[config.mk]
export PLATFORM = sky130hd
export DESIGN_NAME = instr_fetch
export DESIGN_NICKNAME = d
export VERILOG_FILES = /design/src/rtl/instr_fetch.sv
export SDC_FILE = /design/constraint.sdc
export NUM_CORES = 1
export LEC_CHECK = 0
export ABC_AREA = 0
export CAP_MARGIN = 10
export CORE_MARGIN = 1.5
export CORE_UTILIZATION = 50
export DETAILED_ROUTE_END_ITERATION = 12
export PLACE_DENSITY = 0.95
export SYNTH_ARGS = -nofsm -noshare
export SYNTH_HDL_FRONTEND = slang
export SYNTH_SLANG_ARGS = --single-unit
[constraint.sdc]
create_clock -name clk -period 6.9 [get_ports clk]
set_input_delay 2.07 -clock clk [delete_from_list [all_inputs] [get_ports clk]]
set_output_delay 2.07 -clock clk [all_outputs]
set_load 0.05 [all_outputs]
[src/rtl/instr_fetch.sv]
// Instruction fetch stage: two-state FETCH/ISSUE sequencer that requests one word
// from instruction memory, holds it for the decoder, and computes the next PC.
module instr_fetch #(
  parameter logic [31:0] RESET_PC = 32'h00000000
) (
  input  logic        clk,
  input  logic        reset,
  output logic        imem_req,
  output logic [31:0] imem_addr,
  input  logic        imem_ack,
  input  logic [31:0] imem_rdata,
  input  logic        stall,
  input  logic        jump,
  input  logic        branch,
  input  logic        zero,
  input  logic [25:0] jump_target,
  input  logic [31:0] branch_offset,
  output logic [31:0] instr,
  output logic [5:0]  op_code,
  output logic [31:0] pc_plus4,
  output logic        valid,
  output logic        o_dbg_state
);

  // Handshake: in FETCH imem_req stays high with imem_addr stable until a cycle
  // with imem_ack=1, in which imem_rdata is taken; in ISSUE valid=1 presents the
  // instruction and it is consumed on the first edge with stall=0.
  typedef enum logic {
    ST_FETCH = 1'b0,
    ST_ISSUE = 1'b1
  } state_t;

  state_t      r_state;
  logic [31:0] r_pc;
  logic [31:0] r_instr;
  logic [31:0] r_pc_plus4;
  logic        r_valid;

  state_t      w_state_nx;
  logic [31:0] w_pc_nx;
  logic [31:0] w_instr_nx;
  logic [31:0] w_pc_plus4_nx;
  logic        w_valid_nx;
  logic [31:0] w_redirect_pc;
  logic [31:0] w_branch_pc;

  // Word offset scaled to bytes; the two top bits fall off the end by design.
  assign w_branch_pc = r_pc_plus4 + {branch_offset[29:0], 2'b00};

  always_comb begin
    w_redirect_pc = r_pc_plus4;
    if (jump) begin
      w_redirect_pc = {r_pc_plus4[31:28], jump_target, 2'b00};
    end else if (branch && zero) begin
      w_redirect_pc = w_branch_pc;
    end
  end

  always_comb begin
    w_state_nx    = r_state;
    w_pc_nx       = r_pc;
    w_instr_nx    = r_instr;
    w_pc_plus4_nx = r_pc_plus4;
    w_valid_nx    = r_valid;
    case (r_state)
      ST_FETCH: begin
        if (imem_ack) begin
          w_instr_nx    = imem_rdata;
          w_pc_plus4_nx = r_pc + 32'd4;
          w_valid_nx    = 1'b1;
          w_state_nx    = ST_ISSUE;
        end
      end
      ST_ISSUE: begin
        if (!stall) begin
          w_pc_nx    = w_redirect_pc;
          w_valid_nx = 1'b0;
          w_state_nx = ST_FETCH;
        end
      end
      default: begin
        w_state_nx = ST_FETCH;
      end
    endcase
  end

  always_ff @(posedge clk) begin
    if (reset) begin
      r_state    <= ST_FETCH;
      r_pc       <= RESET_PC;
      r_instr    <= 32'h0;
      r_pc_plus4 <= 32'h0;
      r_valid    <= 1'b0;
    end else begin
      r_state    <= w_state_nx;
      r_pc       <= w_pc_nx;
      r_instr    <= w_instr_nx;
      r_pc_plus4 <= w_pc_plus4_nx;
      r_valid    <= w_valid_nx;
    end
  end

  // Memory-side outputs depend only on registered state.
  assign imem_req    = (r_state == ST_FETCH);
  assign imem_addr   = r_pc;
  assign instr       = r_instr;
  assign op_code     = r_instr[31:26];
  assign pc_plus4    = r_pc_plus4;
  assign valid       = r_valid;
  assign o_dbg_state = (r_state == ST_ISSUE);

endmodule

==> flow_summary.toml, run 1 <==
[synth]
number_of_distinct_library_cell_variants_in_the_gate_level_netlist_after_synthesis = 55
synth_area_per_cell_um2 = 7.547
postSynth.topFlopCell = "sky130_fd_sc_hd__dfxtp_1"
synth_area_leader_cell = "sky130_fd_sc_hd__dfxtp_1"
synthesis.nets = 907
post_synth_inst_count = 779
yosys-top-cells-area = "sky130_fd_sc_hd__dfxtp_1 (33%), sky130_fd_sc_hd__nand2_1 (9.4%), sky130_fd_sc_hd__a21oi_1 (7.7%)"
yosysTopAreaCellShare_pct = 33.37
synth.cells.most_frequent = "sky130_fd_sc_hd__nand2_1 (147), sky130_fd_sc_hd__dfxtp_1 (98), sky130_fd_sc_hd__a21oi_1 (90), sky130_fd_sc_hd__nor2_1 (70), sky130_fd_sc_hd__clkbuf_1 (39)"
cell_area_synth_mm2 = 0.005879
synth_edf_count = 0
synth-async-reset-ratio_pct = 0
synth.ff_latch_count = 98
yosys.cell_count.top_type = "sky130_fd_sc_hd__nand2_1"
synth-warning-count = 0
ys_seq_area_share_pct = 33.37

[drt]
dr_wl_met3_um = 1721
wirelength_met1_um = 7830
final_routed_wirelength_across_all_metal_layers_um = 19610
met2_wirelength_um = 9531
top_layer_used = "met4"
remaining_drc_errors = 0
wl_per_cell_um = 17.97
route.detailed.vias_per_inst = 6.015
routed-via-count = 6562
initialDrtViolationCount = 692
drtPass1Iterations = 5
antenna_violating_nets_post_route = 0

[placement]
placed_cells_incl_taps = 1075
place_area_mm2 = 0.007881
place_congestion = 0.9555
place_hpwl_um = 14170
post-place-ws_ns = 1.379
port_buffers = 199

[critical_path]
worst_path_required_time_ns = 7.18
criticalPathCategory = "primary input to flop"
critical_path_arrival_ns = 5.55
critical_path.startpoint_type = "primary input"
path_max_fanout = 5
timing.critical_path.to_type = "flop"

[grt]
groute.usage.overall_pct = 31.14
via_count_of_the_first_global_routing_pass = 6359
grt_max_degree = 72
global_route.overflow_total = 0
grt_pass1_wl_um = 31270
grt_antenna_before_repair = 0

[cts]
postCtsResizedCells = 0
cts_num_sinks = 98
ctsRootBufferMaster = "sky130_fd_sc_hd__clkbuf_16"
cts_tree = "yes"
cts_hold_repair.buffers = 0
path_clk_slew_ns = 0.07
cts_buffers = 9
cts_buffer_depth = 2
clk-insertion-delay-late_ns = 0.36
cts_setup_buffers = 0
clock_tree.htree_level_count = 3

[sta]
timing.max_slew.rel_slack_pct = 17.26
hold_violations = 0
final_min_period_ns = 5.272
drv_slew = 0
worst_clock_skew_ns = 0.01037
report.final.setup_viol = 0
worstMarginPinSlew_ns = 1.230
grt_setup_unrepaired = "no"
maxClockFrequency_mhz = 189.7
setup_tns_ns = 0
timing.final.ws_setup_ns = 1.628
final_min_period_over_clock_period_pct = 76.41

[power]
clock_power_share_pct = 33.8
comb_power_share_pct = 29.9
net-switching-power_uw = 591.2
vdd_ir_drop_max_mv = 0.2450
reg_power_share_pct = 36.3
intPower_mw = 1.157
p_sw_share_pct = 33.82
power.leakage_nw = 3.062
pwr_density_cell_mw_per_mm2 = 212.5

[die]
start_util_pct = 51.49
die_height_um = 111.4
coreArea_mm2 = 0.01142
io-pin-count = 202
die_width_um = 111.4
dieArea_mm2 = 0.01242
placementRows = 39

[hold_path]
worst_hold_path_type = "flop to flop"

[layout]
final_cell_count_no_fill = 1091
finalNetCount = 1071
layout-drive-gt1-share_pct = 3.376
final_core_util_pct = 72.04
fin_area_mm2 = 0.008225
flow.area_growth_from_synthesis_pct = 39.90
n_antenna_cell = 0

[run]
timing.max_cap.violations = 0

[run_status]
outcome = "finished clean"
-- routing by layer --
metal	vias up	track usage [%]
met5	-	0
met4	0	11.98
met3	47	7.730
met2	344	53.50
met1	3069	37.58
li1	3102	-
-- power groups by stage --
stage	clock network (mW)	registers [mW]	logic, mW
floorplan	0	0.753	0.223
global placement	0	0.645	0.505
detailed placement	0	0.646	0.513
CTS	0.596	0.634	0.517
global route	0.617	0.639	0.556
finish	0.591	0.635	0.522
-- stage by stage --
| stage | hold slack, ns | power [mW] |
|---|---|---|
| 2_1_floorplan | 0.6752 | 0.9766 |
| 3_3_place_gp | 0.4407 | 1.150 |
| 3_5_place_dp | 0.4471 | 1.160 |
| 4_1_cts | 0.4563 | 1.747 |
| 5_1_grt | 0.4768 | 1.811 |
| 6_report | 0.4574 | 1.748 |
-- path summary, 6_finish.rpt --
check | start | endpoint | slack [ns] | depth (start not counted)
setup / recovery | branch_offset[0] | imem_addr[26] | 1.63 | 11
hold / removal | instr[9] | instr[9] | 0.46 | 2
setup reg to reg | pc_plus4[2] | imem_addr[26] | 3.40 | 10
hold reg to reg | instr[9] | instr[9] | 0.46 | 2
-- flip-flops by register name, indices dropped and copies added (netlist names) --
name         cells
imem_addr       32
instr           32
o_dbg_state      1
pc_plus4        32
valid            1
-- worst max-delay path: stages --
cell                              delay (ns)
sky130_fd_sc_hd__clkdlybuf4s50_1        0.41
sky130_fd_sc_hd__ha_1                   0.26
sky130_fd_sc_hd__fa_1                   0.46
sky130_fd_sc_hd__a211oi_1               0.35
sky130_fd_sc_hd__o2111ai_1              0.22
sky130_fd_sc_hd__a21oi_1                0.43
sky130_fd_sc_hd__o2111ai_1              0.26
sky130_fd_sc_hd__a311oi_1               0.55
sky130_fd_sc_hd__xnor2_1                0.20
sky130_fd_sc_hd__nand2_1                0.08
sky130_fd_sc_hd__a311oi_1               0.27
-- layout make-up --
type,count,area (um^2)
clock buffer,10,229.0
clock inverter,6,115.1
fill,917,3193
inverter,8,30.03
multi-input combinational,621,3679
sequential,98,1962
tap,143,178.9
timing repair buffer,205,2032
-- layout by cell type (no fill, tap or decap), types with 3 or more instances in the layout --
| cell | instances |
|---|---|
| sky130_fd_sc_hd__nor3_1 | 12 |
| sky130_fd_sc_hd__o21bai_1 | 4 |
| sky130_fd_sc_hd__nor2_1 | 69 |
| sky130_fd_sc_hd__buf_4 | 6 |
| sky130_fd_sc_hd__o21ai_1 | 10 |
| sky130_fd_sc_hd__inv_1 | 8 |
| sky130_fd_sc_hd__bufinv_16 | 3 |
| sky130_fd_sc_hd__nand2b_1 | 3 |
| sky130_fd_sc_hd__a211oi_1 | 35 |
| sky130_fd_sc_hd__and3_1 | 16 |
| sky130_fd_sc_hd__ha_1 | 30 |
| sky130_fd_sc_hd__clkdlybuf4s50_1 | 198 |
| sky130_fd_sc_hd__nand3_1 | 17 |
| sky130_fd_sc_hd__o21ai_0 | 28 |
| sky130_fd_sc_hd__and2_1 | 4 |
| sky130_fd_sc_hd__nand4_1 | 6 |
| sky130_fd_sc_hd__o21a_1 | 5 |
| sky130_fd_sc_hd__a31oi_1 | 5 |
| sky130_fd_sc_hd__dfxtp_1 | 98 |
| sky130_fd_sc_hd__o22ai_1 | 3 |
| sky130_fd_sc_hd__clkbuf_16 | 9 |
| sky130_fd_sc_hd__a21oi_1 | 90 |
| sky130_fd_sc_hd__o31ai_1 | 3 |
| sky130_fd_sc_hd__o211ai_1 | 22 |
| sky130_fd_sc_hd__nand2_1 | 147 |
| sky130_fd_sc_hd__a311oi_1 | 7 |
| sky130_fd_sc_hd__xor2_1 | 30 |
| sky130_fd_sc_hd__a21o_1 | 12 |
| sky130_fd_sc_hd__xnor2_1 | 18 |
| sky130_fd_sc_hd__or3_1 | 12 |
-- kinds of logic (layout without fill, tap and decap cells) --
family	Yosys count	count (layout)	share of synthesized area (%)
xor gates and xnor gates	48	48	7.150
DFF	98	98	33.37
and+or+nand+nor	297	297	21.94
adders and majority gates	31	31	6.725
buffers and inverters	60	229	4.235
AOI/OAI and AO/OA	244	244	26.41
muxes	1	1	0.1703
(Power assumes the default switching activity.)
==> run 2: changes to the inputs <==
--- a/config.mk
+++ b/config.mk
@@ -8,9 +8,9 @@
 export ABC_AREA = 0
 export CAP_MARGIN = 10
 export CORE_MARGIN = 1.5
-export CORE_UTILIZATION = 50
+export CORE_UTILIZATION = 46
 export DETAILED_ROUTE_END_ITERATION = 12
-export PLACE_DENSITY = 0.95
+export PLACE_DENSITY = 0.9
 export SYNTH_ARGS = -nofsm -noshare
 export SYNTH_HDL_FRONTEND = slang
 export SYNTH_SLANG_ARGS = --single-unit
==> constraint.sdc (replaced) <==
create_clock -name clk -period 5.2 [get_ports clk]
set_input_delay 1.56 -clock clk [delete_from_list [all_inputs] [get_ports clk]]
set_output_delay 1.56 -clock clk [all_outputs]
set_load 0.05 [all_outputs]
==> run 2 against run 1 <==
Net effect:
- setup slack got worse by 0.90 ns
- register-to-register slack worse by 1.4 ns
- via count shrank 1.2%
- sequential power increased by 33%
- routed wire length decreased by 2.4%
- global-route usage decreased by 2.9 points
- cell area increased by 0.59%
- sequential share of layout area down 0.14 points
- worst hold slack got worse by 0.0043 ns
- combinational power up 33%
- cell count up 3.4%
- utilization down 6.2 points
- critical path type unchanged
- highest routed layer unchanged
==> flow_summary.toml, run 2 (same netlist as run 1, synthesis figures left out) <==
[sta]
setup_tns_ns = 0
maxClockFrequency_mhz = 223.7
timing.max_slew.rel_slack_pct = 20.73
worst_clock_skew_ns = 0.007662
final_min_period_over_clock_period_pct = 85.95
hold_violations = 0
timing.final.ws_setup_ns = 0.7304
report.final.setup_viol = 0
grt_setup_unrepaired = "no"
drv_slew = 0
final_min_period_ns = 4.470
worstMarginPinSlew_ns = 1.178

[die]
placementRows = 41
io-pin-count = 202
start_util_pct = 46.78
coreArea_mm2 = 0.01257
dieArea_mm2 = 0.01347
die_height_um = 116.1
die_width_um = 116.1

[cts]
ctsRootBufferMaster = "sky130_fd_sc_hd__clkbuf_16"
clock_tree.htree_level_count = 3
cts_setup_buffers = 0
clk-insertion-delay-late_ns = 0.36
path_clk_slew_ns = 0.07
cts_tree = "yes"
cts_num_sinks = 98
cts_buffer_depth = 2
cts_hold_repair.buffers = 0
cts_buffers = 9
postCtsResizedCells = 0

[grt]
grt_max_degree = 56
groute.usage.overall_pct = 28.24
via_count_of_the_first_global_routing_pass = 5958
grt_pass1_wl_um = 29760
grt_antenna_before_repair = 0
global_route.overflow_total = 0

[drt]
route.detailed.vias_per_inst = 5.745
wl_per_cell_um = 16.96
remaining_drc_errors = 0
antenna_violating_nets_post_route = 0
initialDrtViolationCount = 524
final_routed_wirelength_across_all_metal_layers_um = 19130
drtPass1Iterations = 5
routed-via-count = 6480

[run]
timing.max_cap.violations = 0

[placement]
place_congestion = 1.007
port_buffers = 199
place_hpwl_um = 13960
post-place-ws_ns = 0.4688
placed_cells_incl_taps = 1112
place_area_mm2 = 0.007978

[layout]
final_cell_count_no_fill = 1128
mostFrequentLayoutCells = "sky130_fd_sc_hd__clkdlybuf4s50_1 (198), sky130_fd_sc_hd__nand2_1 (147), sky130_fd_sc_hd__dfxtp_1 (98)"
flow.area_growth_from_synthesis_pct = 40.73
finalNetCount = 1079
layout_commonest_cell = "sky130_fd_sc_hd__clkdlybuf4s50_1"
fin_area_mm2 = 0.008274
n_antenna_cell = 0
layout-drive-gt1-share_pct = 4.079
final.fill_count = 1037

[critical_path]
timing.critical_path.to_type = "flop"
worst_path_required_time_ns = 5.46
worstReg2RegEnd = "imem_addr[26]"
worst_r2r_startpoint = "pc_plus4[2]"
worstRegToRegCells = 11
criticalPathCategory = "primary input to flop"
critPathTopFamily = "compound AO/OA/AOI/OAI gates"
critical_path_arrival_ns = 4.73
critical_path.startpoint_type = "primary input"
critical-path-max-stage-delay_ns = 0.45
path_max_fanout = 3
critical-path-slowest-cell = "sky130_fd_sc_hd__fa_1"
critical_path.cell_chain = "clkdlybuf4s50_1, ha_1, fa_1, a211oi_1, o2111ai_1, a21oi_1, o2111ai_1, a311oi_1, buf_4, xnor2_1, nand2_1, a311oi_1"
r2r_slack_ns = 2.02
critPathBufInv = 2

[hold_path]
timing.hold.worst_endpoint = "instr[8]"
holdPathStages = 2
worst_hold_path_type = "flop to flop"
hp-start = "instr[8]"

[power]
vdd_ir_drop_max_mv = 0.1824
power.leakage_nw = 3.084
pwr_density_cell_mw_per_mm2 = 268.1
design_power_total_mw = 2.218

[run_status]
outcome = "finished clean"
-- run 2: per-stage QoR --
step	hold slack, ns	util [%]
after floorplan	0.6752	-
after CTS	0.4551	65.83
after global placement	0.4409	63.47
final	0.4532	65.83
after detailed placement	0.4469	63.47
after global routing	0.4796	65.83
-- run 2: where the power goes --
group	switching, mW	total (mW)	internal, mW
combinational	0.421	0.693	0.272
sequential	0.0467	0.842	0.795
clock	0.305	0.683	0.378
-- run 2: worst max-delay path by stage --
stage	from	endpoint	depth (start not counted)
after CTS	branch_offset[0]	imem_addr[26]	12
after detailed placement	branch_offset[0]	imem_addr[26]	12
final	branch_offset[0]	imem_addr[26]	12
after floorplan	branch_offset[0]	imem_addr[26]	10
after global placement	branch_offset[0]	imem_addr[22]	12
after global routing	branch_offset[0]	imem_addr[26]	12
-- run 2: layout make-up --
| type | count | area [um^2] | share of cell area, % |
|---|---|---|---|
| multi-input combinational | 621 | 3679 | 44.46 |
| timing repair buffer | 213 | 2092 | 25.28 |
| sequential | 98 | 1962 | 23.71 |
| clock buffer | 11 | 232.7 | 2.813 |
| tap | 172 | 215.2 | 2.601 |
| clock inverter | 5 | 63.81 | 0.7712 |
| inverter | 8 | 30.03 | 0.3629 |
-- run 2: per-layer routing --
layer	up-vias	wire, um	GRT usage [%]
met3	37	1724	6.172
met4	0	454	11.63
met1	2982	7882	36.17
met2	337	9070	46.16
met5	-	0	0
li1	3124	-	-
-- run 2: worst reg2reg max path: stages, from the launching register on --
cell and delay (ns):
sky130_fd_sc_hd__dfxtp_1 0.34, sky130_fd_sc_hd__ha_1 0.24, sky130_fd_sc_hd__fa_1 0.45, sky130_fd_sc_hd__a211oi_1 0.37, sky130_fd_sc_hd__o2111ai_1 0.23, sky130_fd_sc_hd__a21oi_1 0.28, sky130_fd_sc_hd__o2111ai_1 0.24, sky130_fd_sc_hd__a311oi_1 0.31
sky130_fd_sc_hd__buf_4 0.18, sky130_fd_sc_hd__xnor2_1 0.11, sky130_fd_sc_hd__nand2_1 0.07, sky130_fd_sc_hd__a311oi_1 0.26
==> run 3: changes to the inputs <==
--- a/config.mk
+++ b/config.mk
@@ -7,7 +7,6 @@
 export LEC_CHECK = 0
 export ABC_AREA = 0
 export CAP_MARGIN = 10
-export CORE_MARGIN = 1.5
 export CORE_UTILIZATION = 46
 export DETAILED_ROUTE_END_ITERATION = 12
 export PLACE_DENSITY = 0.9
==> constraint.sdc (replaced) <==
create_clock -name clk -period 5.2 [get_ports clk]
set_input_delay 0.78 -clock clk [delete_from_list [all_inputs] [get_ports clk]]
set_output_delay 0.78 -clock clk [all_outputs]
set_load 0.05 [all_outputs]
==> run 3 against run 2 <==
Net effect:
- utilization increased by 1.7 points
- largest power group unchanged
- register-to-register slack got worse by 0.35 ns
- setup slack better by 0.44 ns
- largest cell class unchanged
- highest routed layer unchanged
==> flow_summary.toml, run 3 (same netlist as run 1, synthesis figures left out) <==
[grt]
via_count_of_the_first_global_routing_pass = 6208
grt_antenna_before_repair = 0
grt_max_degree = 61
grt_pass1_wl_um = 30300
global_route.overflow_total = 0
groute.usage.overall_pct = 29.44

[critical_path]
worst_r2r_startpoint = "pc_plus4[2]"
r2r_slack_ns = 1.67
critical_path.cell_chain = "clkdlybuf4s50_1, ha_1, fa_1, a211oi_1, o2111ai_1, a21oi_1, o2111ai_1, a311oi_1, xnor2_1, nand2_1, a311oi_1"
critical_path_arrival_ns = 4.30
path_max_fanout = 5
critPathTopFamily = "compound AO/OA/AOI/OAI gates"
worst_path_required_time_ns = 5.47
critical_path.startpoint_type = "primary input"
criticalPathCategory = "primary input to flop"
critical_path_depth = 11
worstRegToRegCells = 10
critical-path-slowest-cell = "sky130_fd_sc_hd__a311oi_1"
worstReg2RegEnd = "imem_addr[26]"
critical-path-max-stage-delay_ns = 0.59
worst_setup_path_startpoint = "branch_offset[0]"
critPathBufInv = 1
timing.critical_path.to_type = "flop"
setup.worst_path.end = "imem_addr[26]"

[power]
p_sw_share_pct = 34.33
comb_power_share_pct = 30.6
clock_power_share_pct = 32.2
intPower_mw = 1.485
reg_power_share_pct = 37.2
pwr_density_cell_mw_per_mm2 = 274.1
net-switching-power_uw = 776.7
power.leakage_nw = 3.071
vdd_ir_drop_max_mv = 0.1817

[cts]
cts_buffer_depth = 2
ctsRootBufferMaster = "sky130_fd_sc_hd__clkbuf_16"
cts_num_sinks = 98
cts_setup_buffers = 0
cts_tree = "yes"
clk-insertion-delay-late_ns = 0.35
path_clk_slew_ns = 0.07
clock_tree.htree_level_count = 3
cts_hold_repair.buffers = 0
postCtsResizedCells = 0
cts_buffers = 9

[layout]
flow.area_growth_from_synthesis_pct = 40.35
finalNetCount = 1074
layout-drive-gt1-share_pct = 3.684
final.fill_count = 1076
layout_commonest_cell = "sky130_fd_sc_hd__clkdlybuf4s50_1"
n_antenna_cell = 0
mostFrequentLayoutCells = "sky130_fd_sc_hd__clkdlybuf4s50_1 (198), sky130_fd_sc_hd__nand2_1 (147), sky130_fd_sc_hd__dfxtp_1 (98)"

[die]
coreArea_mm2 = 0.01221
die_height_um = 115.1
start_util_pct = 48.15
io-pin-count = 202
placementRows = 40
die_width_um = 115.1
dieArea_mm2 = 0.01324

[drt]
initialDrtViolationCount = 656
remaining_drc_errors = 0
drtPass1Iterations = 5
routed-via-count = 6429
final_routed_wirelength_across_all_metal_layers_um = 19480
route.detailed.vias_per_inst = 5.750
antenna_violating_nets_post_route = 0
wl_per_cell_um = 17.42

[sta]
timing.max_slew.rel_slack_pct = 15.99
worstMarginPinSlew_ns = 1.249
drv_slew = 0
hold_violations = 0
report.final.setup_viol = 0
final_min_period_over_clock_period_pct = 77.46
setup_tns_ns = 0
grt_setup_unrepaired = "no"
worst_clock_skew_ns = 0.009716
maxClockFrequency_mhz = 248.3
worst_hold_slack_after_final_layout_ns = 0.4533
final_min_period_ns = 4.028

[placement]
place_hpwl_um = 14200
port_buffers = 199
place_congestion = 0.9409

[hold_path]
holdPathStages = 2
worst_hold_path_type = "flop to flop"

[run]
timing.max_cap.violations = 0

[run_status]
outcome = "finished clean"
## run 3: cell count changes in the layout (fill, tap and decap cells not counted)
cell / change
sky130_fd_sc_hd__clkbuf_1: -2
sky130_fd_sc_hd__inv_6: +1
sky130_fd_sc_hd__bufinv_16: +1
sky130_fd_sc_hd__buf_4: -5
sky130_fd_sc_hd__inv_8: -1
## run 3: worst min path at each step
stage / from / slack (ns) / end
floorplan: instr[0] / 0.68 / instr[0]
global placement: instr[22] / 0.44 / instr[22]
detailed placement: instr[15] / 0.45 / instr[15]
CTS: instr[3] / 0.46 / instr[3]
global route: instr[12] / 0.47 / instr[12]
finish: instr[3] / 0.45 / instr[3]
## run 3: metrics by stage
stage | total power, mW | setup slack, ns | utilization, % | instances | instance area [um^2]
floorplan | 1.296 | 1.971 | - | 779 | 5879
global placement | 1.531 | 1.061 | 64.98 | 1103 | 7935
detailed placement | 1.541 | 0.9192 | 64.98 | 1103 | 7935
CTS | 2.266 | 1.290 | 67.57 | 1118 | 8252
global route | 2.350 | 0.9969 | 67.57 | 1118 | 8252
finish | 2.262 | 1.172 | 67.57 | 1118 | 8252
## run 3: final cells by class
class,count,area (um^2),area share [%]
Sequential cell,98,1962,23.78
Multi-Input combinational cell,621,3679,44.58
Clock buffer,9,225.2,2.729
Timing Repair Buffer,208,2054,24.90
Tap cell,168,210.2,2.547
Inverter,8,30.03,0.3639
Clock inverter,6,91.34,1.107
## run 3: power groups by stage
stage	combinational [mW]	sequential, mW	clock (mW)
2_1_floorplan	0.296	1.00	0
3_3_place_gp	0.675	0.855	0
3_5_place_dp	0.683	0.857	0
4_1_cts	0.686	0.841	0.739
5_1_grt	0.738	0.848	0.764
6_report	0.692	0.842	0.728
## run 3: worst register-to-register path: stages, from the launching register on
cell                        delay (ns)
sky130_fd_sc_hd__dfxtp_1          0.35
sky130_fd_sc_hd__ha_1             0.24
sky130_fd_sc_hd__fa_1             0.43
sky130_fd_sc_hd__a211oi_1         0.39
sky130_fd_sc_hd__o2111ai_1        0.23
sky130_fd_sc_hd__a21oi_1          0.38
sky130_fd_sc_hd__o2111ai_1        0.28
sky130_fd_sc_hd__a311oi_1         0.59
sky130_fd_sc_hd__xnor2_1          0.20
sky130_fd_sc_hd__nand2_1          0.07
sky130_fd_sc_hd__a311oi_1         0.27
## run 3: layer usage
layer | track usage [%] | up-vias | share of wire [%] | wire length, um
met2 | 49.44 | 306 | 47 | 9142
met5 | 0 | - | 0 | 0
met3 | 6.484 | 42 | 8.1 | 1578
li1 | - | 3104 | - | -
met4 | 12.73 | 0 | 2.7 | 533
met1 | 36.27 | 2977 | 42 | 8222
